<file path="src/rtl/offset_mem_be.sv">
`default_nettype none
// ============================================================================
//  Module      : offset_mem_be
//  Description : Multi-read-port memory mapped onto an address window
//                [OFFSET, OFFSET+DEPTH) with byte-lane write strobes,
//                combinational or registered reads, a read-during-write
//                policy for registered reads, and a post-reset zero-fill.
//  Revision    : 1.0  initial release
// ============================================================================
module offset_mem_be #(
    parameter int WIDTH    = 80,
    parameter int DEPTH    = 32,
    parameter int OFFSET   = 32,
    parameter int AW       = 6,
    parameter int LANE     = 8,
    parameter int SYNCREAD = 0,
    parameter int NRPORT   = 1,
    parameter int RDW      = 0
) (
    input  logic                     clk,
    input  logic                     rst,
    output logic                     busy,
    input  logic [NRPORT-1:0]        ren,
    input  logic [NRPORT*AW-1:0]     raddr,
    output logic [NRPORT*WIDTH-1:0]  rdata,
    output logic [NRPORT-1:0]        rerr,
    input  logic                     wen,
    input  logic [AW-1:0]            waddr,
    input  logic [WIDTH-1:0]         wdata,
    input  logic [WIDTH/LANE-1:0]    wstrb,
    output logic                     werr
);

    localparam int              c_NL   = WIDTH / LANE;
    localparam int              c_IW   = (DEPTH > 1) ? $clog2(DEPTH) : 1;
    // Window bounds carry one extra bit so OFFSET+DEPTH == 2^AW does not wrap
    localparam logic [AW:0]     c_LO   = (AW+1)'(OFFSET);
    localparam logic [AW:0]     c_HI   = (AW+1)'(OFFSET + DEPTH);
    localparam logic [c_IW-1:0] c_LAST = c_IW'(DEPTH - 1);

    typedef enum logic [0:0] {
        CLEAR = 1'b0,
        IDLE  = 1'b1
    } state_t;

    state_t            r_state;
    logic [c_IW-1:0]   r_cnt;
    logic [WIDTH-1:0]  r_mem [DEPTH];
    logic              r_werr;

    logic              w_whit;
    logic [c_IW-1:0]   w_widx;
    logic              w_wr_go;

    function automatic logic f_hit(input logic [AW-1:0] a);
        return ({1'b0, a} >= c_LO) && ({1'b0, a} < c_HI);
    endfunction

    function automatic logic [c_IW-1:0] f_idx(input logic [AW-1:0] a);
        return c_IW'({1'b0, a} - c_LO);
    endfunction

    assign busy    = (r_state == CLEAR);
    assign w_whit  = f_hit(waddr);
    assign w_widx  = f_idx(waddr);
    // Writes are only accepted once the fill has completed
    assign w_wr_go = wen && w_whit && !busy && !rst;
    assign werr    = r_werr;

    // Sequencer: reset restarts the zero-fill, which walks every entry once
    always_ff @(posedge clk) begin
        if (rst) begin
            r_state <= CLEAR;
            r_cnt   <= '0;
        end else if (r_state == CLEAR) begin
            r_cnt <= r_cnt + 1'b1;
            if (r_cnt == c_LAST) begin
                r_state <= IDLE;
            end
        end
    end

    // Storage: zero-fill while clearing, otherwise lane-masked writes
    always_ff @(posedge clk) begin
        if (!rst && busy) begin
            r_mem[r_cnt] <= '0;
        end else if (w_wr_go) begin
            for (int l = 0; l < c_NL; l++) begin
                if (wstrb[l]) begin
                    r_mem[w_widx][l*LANE +: LANE] <= wdata[l*LANE +: LANE];
                end
            end
        end
    end

    // Out-of-window write flag, one cycle after the offending request
    always_ff @(posedge clk) begin
        if (rst) begin
            r_werr <= 1'b0;
        end else begin
            r_werr <= wen && !w_whit && !busy;
        end
    end

    if (SYNCREAD == 0) begin : g_ren_unused
        // Read enables have no effect on combinational reads
        logic w_unused_ren;
        assign w_unused_ren = ^ren;
    end

    for (genvar p = 0; p < NRPORT; p++) begin : g_port
        logic [AW-1:0]    w_ra;
        logic             w_rhit;
        logic [c_IW-1:0]  w_ridx;
        logic [WIDTH-1:0] w_rword;

        assign w_ra    = raddr[p*AW +: AW];
        assign w_rhit  = f_hit(w_ra);
        assign w_ridx  = f_idx(w_ra);
        assign w_rword = r_mem[w_ridx];

        if (SYNCREAD != 0) begin : g_sync
            logic [WIDTH-1:0] w_load;
            logic [WIDTH-1:0] r_data;
            logic             r_err;

            // Load word; with write-through, strobed lanes of a colliding write bypass the array
            always_comb begin
                w_load = w_rword;
                if ((RDW != 0) && w_wr_go && (w_widx == w_ridx)) begin
                    for (int l = 0; l < c_NL; l++) begin
                        if (wstrb[l]) begin
                            w_load[l*LANE +: LANE] = wdata[l*LANE +: LANE];
                        end
                    end
                end
            end

            // Read registers load on an enabled read once idle and hold otherwise
            always_ff @(posedge clk) begin
                if (rst) begin
                    r_data <= '0;
                    r_err  <= 1'b0;
                end else if (ren[p] && !busy) begin
                    r_data <= w_rhit ? w_load : '0;
                    r_err  <= !w_rhit;
                end
            end

            assign rdata[p*WIDTH +: WIDTH] = r_data;
            assign rerr[p]                 = r_err;
        end else begin : g_async
            assign rdata[p*WIDTH +: WIDTH] = (!busy && w_rhit) ? w_rword : '0;
            assign rerr[p]                 = !busy && !w_rhit;
        end
    end

endmodule
`default_nettype wire

</file>
<file path="config.mk">
export PLATFORM = sky130hd
export DESIGN_NAME = offset_mem_be
export DESIGN_NICKNAME = d
export VERILOG_FILES = /design/src/rtl/offset_mem_be.sv
export SDC_FILE = /design/constraint.sdc
export NUM_CORES = 2
export LEC_CHECK = 0
export BUFFER_PORTS_ARGS = -buffer_cell sky130_fd_sc_hd__buf_4
export CAP_MARGIN = 30
export CORE_ASPECT_RATIO = 0.75
export CORE_MARGIN = 8
export CORE_UTILIZATION = 25
export DETAILED_ROUTE_END_ITERATION = 16
export GPL_TIMING_DRIVEN = 1
export PLACE_DENSITY = 0.5
export SLEW_MARGIN = 20
export SYNTH_ARGS = -nofsm -noshare
export SYNTH_HDL_FRONTEND = slang
export SYNTH_SLANG_ARGS = --single-unit
</file>
<file path="constraint.sdc">
create_clock -name clk -period 6.95 [get_ports clk]
set_clock_uncertainty 0.1 [all_clocks]
set_input_delay 0.695 -clock clk [delete_from_list [all_inputs] [get_ports clk]]
set_output_delay 0.695 -clock clk [all_outputs]
set_load 0.02 [all_outputs]
</file>
# After elaboration in Yosys (flattened, before gate mapping)
# Memory sizes are Yosys's and may differ from the RTL's.
# Cells that the tools add are included.
[totals]
out_inout_bits = 83
ram_bits = 2560
in_bits = 106
regBits = 7
n_memories = 1
[memory_table]
columns = ["name", "depth", "word_bits", "read_ports", "rd_clocked_by_memory_dff", "write_ports", "line_no", "source"]
rows = [
  ["r_mem", 32, 80, 1, 0, 1, "48", "logic [WIDTH-1:0] r_mem [DEPTH];"],
]
[op_classes]
n_lt_le_gt_ge = 2
n_bitwise = 1
muxes = 48
n_addsub = 3
reduce_logical = 12
eq_ne = 1
[ops]
columns = ["operator", "count"]
rows = [
  ["$mux W80", 2],
  ["$reduce_or A80 Y1", 1],
  ["$mux W1", 44],
  ["$ge A6 B6 Y1 const B", 2],
  ["$mux W10", 1],
  ["$sub A5 B1 Y5 const B", 2],
  ["$logic_and A1 B1 Y1", 8],
  ["$add A5 B1 Y5 const B", 1],
  ["$eq A5 B5 Y1 const B", 1],
  ["$mux W5", 1],
  ["$logic_not A1 Y1", 3],
  ["$not A1 Y1", 1],
]

# Logic depth before layout (Yosys ltp)
[logic_depth]
word_depth = 9
depth_mapped = 11
ltp_nobuf = 5

# Worst setup path after synthesis
# Ideal clock, no wire load.
[synth_timing]
path_type = "input to output"
start = "input port raddr[0]"
end = "output port rdata[43]"
setup_slack_ns = 3.306
t_arrival_ns = 2.849
path_buffers = 5
stages = 9
cell_sequence = "buf_4 buf_6 buf_8 buf_8 buf_8 mux2i_1 o22ai_1 nor4_1 a2111oi_0"
[synth_between]
elab_chain_cells = 3
elab_cells_between_ends = 5
classes_between = "1 x add/sub; 1 x order compare; 1 x mux; 1 x reduce/logical; 1 x memory"
[synth_lines]
columns = ["item", "line_no", "source"]
rows = [
  ["start, declared", "24", "input logic [NRPORT*AW-1:0] raddr,"],
  ["$sub A5 B1 Y5 / $ge A6 B6 Y1 (equally long branches)", "60, 56", ""],
  ["$mem_v2 Z32 W80 / $logic_and A1 B1 Y1 (equally long branches)", "n/a", ""],
  ["$mux W80 (*)", "153", "assign rdata[p*WIDTH +: WIDTH] = (!busy && w_rhit) ? w_rword : '0;"],
  ["end, declared", "25", "output logic [NRPORT*WIDTH-1:0] rdata,"],
]
# Every way passes the cells marked *; elsewhere a longest branch is shown, timed or not.

# Final worst setup path
[layout_timing]
start = "input port raddr[1]"
end = "output port rdata[61]"
# The elaborated chain is that of the path after synthesis.

==> run metrics <==
die height 565 um; most common cell after layout, fill and taps aside edfxtp_1; CP Data Arrival Time just over 4 ns; Crit Reg-Reg Endpoint r_mem[3][68]; clock sink count around 2600; Synth Cell Area about 0.10 sq mm; CP Buf/Inv Count 4; Main synth FF type edfxtp_1; vias per cell 4.65; DR WL/cell roughly 28 um; H-tree Lvls 4; # rows 201; cells after synthesis 4730; Async SR Flop Fraction 0%; Routed WL just under 300 mm; crit start category primary input; Max FO, Critical Path 80; Reg clk slew, reported paths 0.06 ns; clock latency on the worst-skew pair 0.86 ns; unrepaired setup endpoints after global routing no; most frequent CP cell buf_4; reg-to-reg slack, setup 2.25 ns; Post-CTS Setup Bufs 0; Finish-stage setup viols 0; max-cap violation count 0; number of global-route vias before repair 50000; flops & latches, synth 2567; CP required roughly 6 ns; share of post-route cells with drive strength above 1 29.2%; design area 0.117 sq mm; Leakage Power 33.4 nW; Setup crit end kind output port; largest net degree at the start of global routing 111; Die ar. 0.423 sq mm; R2R depth 7; Initial Utilization roughly 25%; final-report max-slew violation count 0; run status completed; Hold WC Path Type primary input to flip-flop; instance count on the critical path 9; crit-path leading delay family buffers and inverters; GR Util All Layers a little over an eighth; Setup crit end rdata[61]; area post-placement around 0.11 sq mm; HPWL after DPL 188 mm; slowest stage cell on the critical path buf_4; Iter 0 DRT Violations 5688; core area 0.400 sq mm; crit-path max cell delay 0.55 ns; number of synthesized flops with an enable pin 2560; most frequent cells in the layout 2560 x edfxtp_1, 595 x mux4_2, 409 x nor2_1, 345 x buf_4, 251 x clkbuf_16; Finished Core Util 29.3%; root buffer cell clkbuf_16; total power 31.2 mW; setup total negative slack 0 ns; first-pass GRT wire length between 400 and 500 mm; Via Count 49300; sequential share of the synthesized area around 77%; maximum clock rate 207 MHz; io pins ~190; Yosys cell types 47; GRT overflow 0; GP Congestion 0.755; CTS max path bufs 4; Die Wd around 750 um; # port buffers approximately 190; Max-slew headroom 28.1%; Setup crit start raddr[1]; antenna-violating nets left 0; total CTS buffers 249; syn avg cell area about 21 sq um; Final period util 69.6%; CTS tree done; DRC viols 0; Reg2Reg Launch Point r_state; Cell Pwr Density 266 mW/mm^2; Mapped Nets 4838; Critical Path, Cell by Cell buf_8 -> buf_12 -> buf_4 -> mux4_2 -> mux2i_1 -> nor2_1 -> a21oi_1 -> o221ai_1 -> buf_4; Area growth, synth to finish 16.6%; antenna violations before repair 20; Tmin final 4.84 ns; Final Hold Fails 0; Worst Tran Pin Value between 1 and 1.5 ns; DRT Pass-1 Iters 6; post_cts resized 0; warning count from the yosys run 0; Total Nets Final 5234; peak supply drop between 200 and 250 uV; Setup CP Type primary input to output port
[final cells by class]
cell class	count	area, sq um
clock inverters	138	1100
well taps	5278	6600
clock buffers	307	6490
repair buffers	420	3790
multi-input cells	1887	22100
inverters	1	3.75
flip-flops and latches	2567	77000
diodes	3	7.51
fillers	38900	283000
[sequential cells by signal (all words and copies together), names as in the netlist]
signal   cells
werr         1
r_state      1
r_mem     2560
r_cnt        5
[worst min-delay path by stage]
stage	start	end	cells after the start
after floorplan	r_cnt[3]	r_cnt[3]	2
after global placement	r_cnt[0]	r_cnt[0]	2
after detailed placement	r_cnt[0]	r_cnt[0]	2
after CTS	wdata[54]	r_mem[26][54]	2
after global routing	wdata[54]	r_mem[26][54]	2
final	wdata[54]	r_mem[26][54]	2
[layer usage]
layer,vias to the layer above,GRT usage (%),share of wire [%]
met2,1831,21.1,46
li1,20400,-,-
met3,353,2.59,7.0
met1,26800,19.3,44
met5,-,0,0.0034
met4,2,3.30,2.5
[report_power, final]
part | switching (mW) | total [mW] | internal [mW]
Sequential | 0.0242 | 16.9 | 16.9
Clock | 5.80 | 12.9 | 7.15
Combinational | 0.790 | 1.30 | 0.512
[through the flow]
step	hold WS, ns	cells	setup slack (ns)
after detailed placement	0.507	10100	1.79
final	0.123	10600	2.11
after CTS	0.0622	10600	1.92
after floorplan	0.448	4730	3.31
after global routing	0.0929	10600	1.81
after global placement	0.501	10100	1.90
[cells in the mapped netlist, types with 3 or more instances]
cell type	n	share of area (%)
edfxtp_1	2560	77
mux4_2	595	13
nor2_1	411	1.5
mux2i_1	189	1.9
mux2_2	167	1.9
clkbuf_1	122	0.46
o22ai_1	110	0.68
and2_1	86	0.54
nand2_1	83	0.31
buf_2	63	0.31
nor3_1	51	0.25
buf_4	46	0.34
a21oi_1	38	0.19
a22oi_1	30	0.22
buf_6	26	0.29
nand2b_1	16	0.10
buf_1	13	0.049
o221ai_1	11	0.096
a22o_1	10	0.087
nor2b_1	9	0.056
a211oi_1	8	0.060
a31oi_1	8	0.050
o21ai_0	8	0.040
o41ai_1	8	0.070
dfxtp_1	7	0.14
a211o_1	6	0.052
a221o_1	6	0.060
o31ai_1	6	0.045
buf_8	5	0.075
nor4_1	5	0.031
o21a_1	3	0.022
[repair_timing]
item	in CTS	in global routing
hold endpoints to repair	4	0
setup endpoints to repair	0	0
hold buffers	3	0
[kinds of logic (layout without fill, tap and decap cells)]
family                     Yosys count  after routing  share of synthesized area (%)
DFF                               2567           2567                           76.7
muxes                              953            953                           17.1
and+or+nand+nor                    669            669                           2.88
buffers and inverters              276            866                           1.53
AOI/OAI and AO/OA                  260            260                           1.76
xor gates and xnor gates             3              3                         0.0262
adders and majority gates            2              2                         0.0249
other                                0              3                              0
No activity file was read; power rests on OpenSTA's default activity.
